[config.mk]
export PLATFORM = sky130hd
export DESIGN_NAME = ttt_game_ctrl
export DESIGN_NICKNAME = d
export VERILOG_FILES = /design/src/rtl/ttt_game_ctrl.sv
export SDC_FILE = /design/constraint.sdc
export NUM_CORES = 1
export LEC_CHECK = 0
export ABC_AREA = 0
export CORE_ASPECT_RATIO = 1.75
export CORE_MARGIN = 3
export CORE_UTILIZATION = 30
export DETAILED_ROUTE_END_ITERATION = 6
export GPL_TIMING_DRIVEN = 0
export PLACE_DENSITY = 0.62
export SYNTH_ARGS = -nofsm -noshare
export SYNTH_HDL_FRONTEND = slang
export SYNTH_SLANG_ARGS = --single-unit
export TNS_END_PERCENT = 1
[constraint.sdc]
create_clock -name clk -period 1.9 [get_ports clk]
set_input_delay 0.38 -clock clk [delete_from_list [all_inputs] [get_ports clk]]
set_output_delay 0.38 -clock clk [all_outputs]
set_load 0.05 [all_outputs]
[src/rtl/ttt_game_ctrl.sv]
// ---------------------------------------------------------------------------
// ttt_game_ctrl
//   Tic-tac-toe game controller sitting between uart_rx and uart_tx. Decodes
//   ASCII commands, owns the 3x3 board, alternates turns, detects win/draw and
//   sends an ASCII status reply for every accepted command.
//
//   Commands : '1'..'9' place the mover's mark, 'R'/'r' restart the game.
//   Replies  : 'X'/'O' legal move, 'W' win, 'D' draw, 'R' restart, '?' reject.
//
// Ports
//   clk, reset           system clock, synchronous active-high reset
//   rx_data_valid/byte   one-cycle strobe + received byte from uart_rx
//   tx_active, tx_done   uart_tx busy level / end-of-byte strobe
//   tx_data_valid/byte   one-cycle launch strobe + reply byte to uart_tx
//   board                cell c at [2c+1:2c]; 00 empty, 01 X, 10 O
//   turn                 player to move (0 = X, 1 = O)
//   game_over, winner    end-of-game flag, 00 none/draw, 01 X, 10 O
//   busy                 high whenever the controller is not idle
//
// Build option
//   TTT_CRLF_EN : every reply becomes three bytes (code, CR, LF), each
//                 launched only after the previous byte's tx_done.
// ---------------------------------------------------------------------------
module ttt_game_ctrl #(
  parameter int CELLS        = 9,
  parameter bit FIRST_PLAYER = 1'b0
) (
  input  logic                 clk,
  input  logic                 reset,
  input  logic                 rx_data_valid,
  input  logic [7:0]           rx_byte,
  input  logic                 tx_active,
  input  logic                 tx_done,
  output logic                 tx_data_valid,
  output logic [7:0]           tx_byte,
  output logic [2*CELLS-1:0]   board,
  output logic                 turn,
  output logic                 game_over,
  output logic [1:0]           winner,
  output logic                 busy
);

  typedef enum logic [2:0] {IDLE, UPDATE, EVAL, SEND, WAIT_DONE} state_t;

  localparam logic [1:0] MARK_EMPTY = 2'b00;
  localparam logic [1:0] MARK_X     = 2'b01;
  localparam logic [1:0] MARK_O     = 2'b10;

  localparam logic [7:0] CH_X   = 8'h58;
  localparam logic [7:0] CH_O   = 8'h4F;
  localparam logic [7:0] CH_REJ = 8'h3F;
  localparam logic [7:0] CH_R   = 8'h52;
  localparam logic [7:0] CH_W   = 8'h57;
  localparam logic [7:0] CH_D   = 8'h44;
`ifdef TTT_CRLF_EN
  localparam logic [7:0] CH_CR  = 8'h0D;
  localparam logic [7:0] CH_LF  = 8'h0A;
`endif

  state_t     state;
  logic [7:0] cmd_byte;
  logic [7:0] reply;
`ifdef TTT_CRLF_EN
  logic [1:0] byte_idx;
`endif

  // True when mark m occupies any full row, column or diagonal of b.
  function automatic logic has_line(input logic [2*CELLS-1:0] b, input logic [1:0] m);
    logic [8:0] own;
    for (int i = 0; i < 9; i++) own[i] = (b[2*i +: 2] == m);
    return (own[0] & own[1] & own[2]) | (own[3] & own[4] & own[5]) |
           (own[6] & own[7] & own[8]) | (own[0] & own[3] & own[6]) |
           (own[1] & own[4] & own[7]) | (own[2] & own[5] & own[8]) |
           (own[0] & own[4] & own[8]) | (own[2] & own[4] & own[6]);
  endfunction

  // Command decode and the board as it would look after a legal move.
  logic               is_digit, is_restart, cell_empty, legal, mover_wins, board_full;
  logic [3:0]         cell_idx;
  logic [1:0]         mover_mark;
  logic [2*CELLS-1:0] next_board;

  // NOTE: every signal written here gets a default first so no latch is inferred.
  always_comb begin
    is_digit   = (cmd_byte >= 8'h31) && (cmd_byte <= 8'h39);
    is_restart = (cmd_byte == 8'h52) || (cmd_byte == 8'h72);
    cell_idx   = cmd_byte[3:0] - 4'd1;  // '1'..'9' have low nibble 1..9
    mover_mark = turn ? MARK_O : MARK_X;
    next_board = board;
    cell_empty = 1'b0;
    for (int c = 0; c < CELLS; c++) begin
      if (4'(c) == cell_idx) begin
        cell_empty            = (board[2*c +: 2] == MARK_EMPTY);
        next_board[2*c +: 2]  = mover_mark;
      end
    end
    legal      = is_digit && cell_empty && !game_over;
    mover_wins = has_line(next_board, mover_mark);
    board_full = 1'b1;
    for (int c = 0; c < CELLS; c++) begin
      if (next_board[2*c +: 2] == MARK_EMPTY) board_full = 1'b0;
    end
  end

  assign busy = (state != IDLE);

  // The move is resolved entirely in UPDATE (win/draw evaluated on next_board)
  // so board and turn are visible two cycles after the command; EVAL then
  // loads the reply into the transmit register.
  // NOTE: sequential state uses non-blocking assignments only.
  always_ff @(posedge clk) begin
    if (reset) begin
      state         <= IDLE;
      cmd_byte      <= 8'h00;
      reply         <= 8'h00;
      tx_data_valid <= 1'b0;
      tx_byte       <= 8'h00;
      board         <= '0;
      turn          <= FIRST_PLAYER;
      game_over     <= 1'b0;
      winner        <= 2'b00;
`ifdef TTT_CRLF_EN
      byte_idx      <= 2'd0;
`endif
    end else begin
      case (state)
        IDLE: begin
          if (rx_data_valid) begin
            cmd_byte <= rx_byte;
            state    <= UPDATE;
          end
        end

        UPDATE: begin
          if (is_restart) begin
            board     <= '0;
            turn      <= FIRST_PLAYER;
            game_over <= 1'b0;
            winner    <= 2'b00;
            reply     <= CH_R;
          end else if (legal) begin
            board <= next_board;
            if (mover_wins) begin
              game_over <= 1'b1;
              winner    <= mover_mark;
              reply     <= CH_W;
            end else if (board_full) begin
              game_over <= 1'b1;
              winner    <= 2'b00;
              reply     <= CH_D;
            end else begin
              turn  <= ~turn;
              reply <= turn ? CH_O : CH_X;
            end
          end else begin
            reply <= CH_REJ;
          end
          state <= EVAL;
        end

        EVAL: begin
          tx_byte       <= reply;
          tx_data_valid <= !tx_active;  // launch now unless uart_tx is still busy
          state         <= SEND;
`ifdef TTT_CRLF_EN
          byte_idx      <= 2'd0;
`endif
        end

        SEND: begin
          if (tx_data_valid) begin
            tx_data_valid <= 1'b0;
            state         <= WAIT_DONE;
          end else if (!tx_active) begin
            tx_data_valid <= 1'b1;
          end
        end

        WAIT_DONE: begin
          if (tx_done) begin
`ifdef TTT_CRLF_EN
            if (byte_idx == 2'd2) begin
              state <= IDLE;
            end else begin
              byte_idx      <= byte_idx + 2'd1;
              tx_byte       <= (byte_idx == 2'd0) ? CH_CR : CH_LF;
              tx_data_valid <= !tx_active;
              state         <= SEND;
            end
`else
            state <= IDLE;
`endif
          end
        end

        default: state <= IDLE;
      endcase
    end
  end

endmodule
==> impl_summary.txt <==
----------------------------------------------------
[Finish]
  Area used by sequential logic in the layout ... between 1000 and 1500 sq um
  Area used by multi-input combinational logic ... 1830 sq um
  Count of filler cells inserted in the layout ... 852
  Nets ... 407
  Ant. Diodes ... 0
  P&R area growth vs syn ... 43.9%
  Share of post-route cells with drive strength above 1 ... 29.6%

[Detailed routing]
  Met2 layer wire length in the routed design ... roughly 4400 um
  Overall routed net length ... between 8000 and 9000 um
  Average via count per standard cell ... 5.11
  Initial DRC count ... 188
  Detail-routed net length per standard cell ... 15.9 um
  Wire length on met3 ... roughly 290 um
  Highest layer used for signal routing ... met4
  Routed via count ... 2614
  Iteration count of the initial detailed-routing pass ... 5
  DRT antenna net count ... 0
  Routed metal-1 wirelength ... 3070 um
  Number of DRC violations after detailed routing ... 0

[Synthesis]
  Most frequent cells after synthesis ... nor2_1, dfxtp_1, nand2_1
  Library cell occupying the most area in the post-synthesis netlist ... dfxtp_1
  Cell variety after synth ... 63
  Post-synth top area share ... 35.8%
  Number of synthesis warnings ... 0
  Gate Count Post-Synth ... roughly 330
  Number of synthesized flops with an enable pin ... 0
  Average footprint of a synthesized cell ... 8.22 sq um
  Total of flip-flops plus latches after synthesis ... 48
  Sequential element share of the synthesized area ... between 30% and 40%
  Main synth FF type ... dfxtp_1
  Synthesized area ... 2690 sq um
  Proportion of synthesized flip-flops having asynchronous set or reset ... 0%
  Largest cells by area after synthesis ... dfxtp_1, nor2_1, nand2_1
  Post-Synthesis Net Count ... 340
  Most repeated cell in the gate-level netlist after synthesis ... nor2_1

[Die]
  I/O pins ... between 40 and 50
  CORE AREA ... 8730 sq um
  Y dimension of the die ... 131 um
  Area enclosed by the die boundary ... 10200 sq um
  Width of the die ... 77.6 um
  Count of standard-cell rows ... 45
  Initial core utilization ... slightly above 30%

[Pwr]
  VDD IR max ... around 0.44 mV
  Overall power of the completed layout ... 2370 uW
  Power density over cell area ... 613 nW/um^2
  Reported net switching power ... 663 uW
  Switching part of the total power ... about 28%
  Share of total power in sequential cells ... 45.5%
  Leakage power of the design ... 0.00152 uW
  Combinational cell fraction of total power ... between 10% and 20%
  Internal power ... 1710 uW
  Clock network power share ... 37.0%

[Worst setup path]
  Worst path buffer plus inverter count ... 1
  Worst Path Class, Setup ... register to register
  Critical path fanouts, max ... 8
  Register-to-register path setup slack ... -0.22 ns
  Arr. time, crit path ... 2.28 ns
  Startpoint class of the critical path ... register
  Critical path required time ... 2.05 ns
  Slowest cell on the critical path ... a222oi_1
  Cell depth of the worst flop-to-flop path ... 8
  Critical-path cell list ... buf_8 > nand4b_4 > o211ai_1 > a222oi_1 > a2bb2oi_1 > and3_4 > mux2i_1 > a21oi_2
  Crit path largest cell delay ... roughly 0.43 ns
  Cell depth of the worst setup path ... 8
  Type of element capturing the critical path ... register
  Family with the most delay on the worst path ... compound AO/OA/AOI/OAI gates

[Timing]
  Final setup fails ... 28
  RSZ-0062 raised after global routing ... true
  Sum of negative setup slack ... -2.85 ns
  Clock period minus worst slack ... around 2.1 ns
  Transition time at the pin with the least slew margin ... about 0.55 ns
  Post-layout worst setup margin ... -0.224 ns
  Slew Limit Fails ... 0
  Final clock skew ... ~0.0074 ns
  Count of final hold-check violations ... 0
  F_max ... approximately 470 MHz
  Final cycle utilization of the critical path ... 112%
  Relative slew slack ... 62.5%

[Global route]
  Global-route wire length before repair ... 12800 um
  Initial antenna violation count ... 0
  Largest net degree at the start of global routing ... 15
  Total routing usage reported by global routing ... 16.0%
  Residual overflow from global routing ... 0
  Vias in the first global route ... 2583

[Clock tree]
  Num CTS Buffers ... 5
  Clock transition at the registers of the reported paths ... 0.06 ns
  Worst-Skew Late Latency ... 0.29 ns
  Bufs on Longest Clock Path ... 2
  H-tree depth ... 2
  Root buf cell ... clkbuf_16
  Clock tree from TritonCTS ... done
  Clock Sinks ... 48

[Hold path]
  Hold Path Depth ... 2
  Worst min path class ... register to register

[Placement]
  DP HPWL ... 6110 um
  Final weighted congestion in routability-driven placement ... about 0.90
  Number of buffers inserted by port buffering ... 42

[Outcome]
  Run status ... finished, violations left
  Violations in the final reports ... setup timing

[Run]
  Max-cap violations ... 0

----------------------------------------------------
-- layer usage --
metal,track usage [%],up-vias
met5,0,-
met4,12.0,0
met3,2.61,23
met2,28.6,79
met1,16.0,1207
li1,-,1305
-- what timing repair did --
item	CTS	global route
hold buffers	0	0
hold endpoints to repair	0	0
pin swaps	24	12
setup buffers	14	5
resized for setup	44	21
setup endpoints to repair	33	43
-- cell type report --
cell class              instances  share of cell area, %
multi-input cells             254                   47.3
flip-flops and latches         48                   26.2
repair buffers                 61                   15.0
well taps                     117                   3.79
plain buffers                  19                   3.53
clock buffers                   7                   3.43
inverters                       5                  0.485
clock inverters                 1                  0.227
-- cell usage in the layout, fill, tap and decap left out, types with 3 or more instances in the layout --
cell type	instances
inv_1	4
dlymetal6s2s_1	7
nand2_1	36
nor3_4	3
o21ai_1	9
nand2b_1	3
buf_4	20
clkbuf_16	5
clkbuf_1	10
nor2_1	47
dfxtp_2	14
buf_6	3
nor3_1	6
o21ai_2	4
mux2i_1	8
and3_4	4
a22oi_2	4
nand2_2	3
nor4b_1	5
o31ai_1	4
nor2b_1	4
a21oi_1	21
dfxtp_4	9
o211ai_1	5
dfxtp_1	25
and3b_1	3
a22o_1	3
or3b_2	6
clkdlybuf4s50_1	32
o21ai_0	15
a31oi_1	3
dlygate4sd2_1	4
-- logic make-up (layout without fill, tap and decap cells) --
logic type	count (synthesis)	count (layout)	synth area share (%)
compound gates	91	91	23.0
simple gates	154	154	33.7
mux	8	8	2.98
other cells	1	1	0.140
flops	48	48	35.8
buf+inv	25	93	4.47
-- worst min-delay path: cells and delay by family, from the launching register on --
kind               cells  cell delay [ns]
AOI/OAI and AO/OA      1             0.05
and+or+nand+nor        1             0.05
DFF                    1             0.31
-- state kept, by name, indices dropped and copies added (netlist names) --
name and flops:
winner 2, state 3, turn 1, cmd_byte 8
board 18, reply 7, game_over 1, tx_data_valid 1
tx_byte 7
-- power groups by stage --
stage | combinational (uW) | clock (uW) | sequential [uW]
6_report | 414 | 875 | 1080
5_1_grt | 446 | 938 | 1080
4_1_cts | 400 | 901 | 1070
3_5_place_dp | 359 | 0 | 1090
3_3_place_gp | 353 | 0 | 1090
2_1_floorplan | 238 | 0 | 1110
-- through the flow --
step / instances / util [%] / setup slack, ns / hold WS (ns) / instance area, sq um
6_report: 512 / 44.3 / -0.224 / 0.452 / 3870
2_1_floorplan: 327 / - / -0.00253 / 0.431 / 2780
3_3_place_gp: 486 / 38.4 / -0.529 / 0.439 / 3350
4_1_cts: 508 / 43.0 / -0.207 / 0.453 / 3760
5_1_grt: 512 / 44.3 / -0.313 / 0.480 / 3870
3_5_place_dp: 486 / 38.4 / -0.540 / 0.444 / 3350
-- worst paths after layout --
check                             end                     start
max                 turn$_SDFFE_PP0P_  cmd_byte[2]$_SDFFE_PP0P_
min          cmd_byte[7]$_SDFFE_PP0P_  cmd_byte[7]$_SDFFE_PP0P_
max reg2reg         turn$_SDFFE_PP0P_  cmd_byte[2]$_SDFFE_PP0P_
min reg2reg  cmd_byte[7]$_SDFFE_PP0P_  cmd_byte[7]$_SDFFE_PP0P_
No activity file was read; power rests on OpenSTA's default activity.
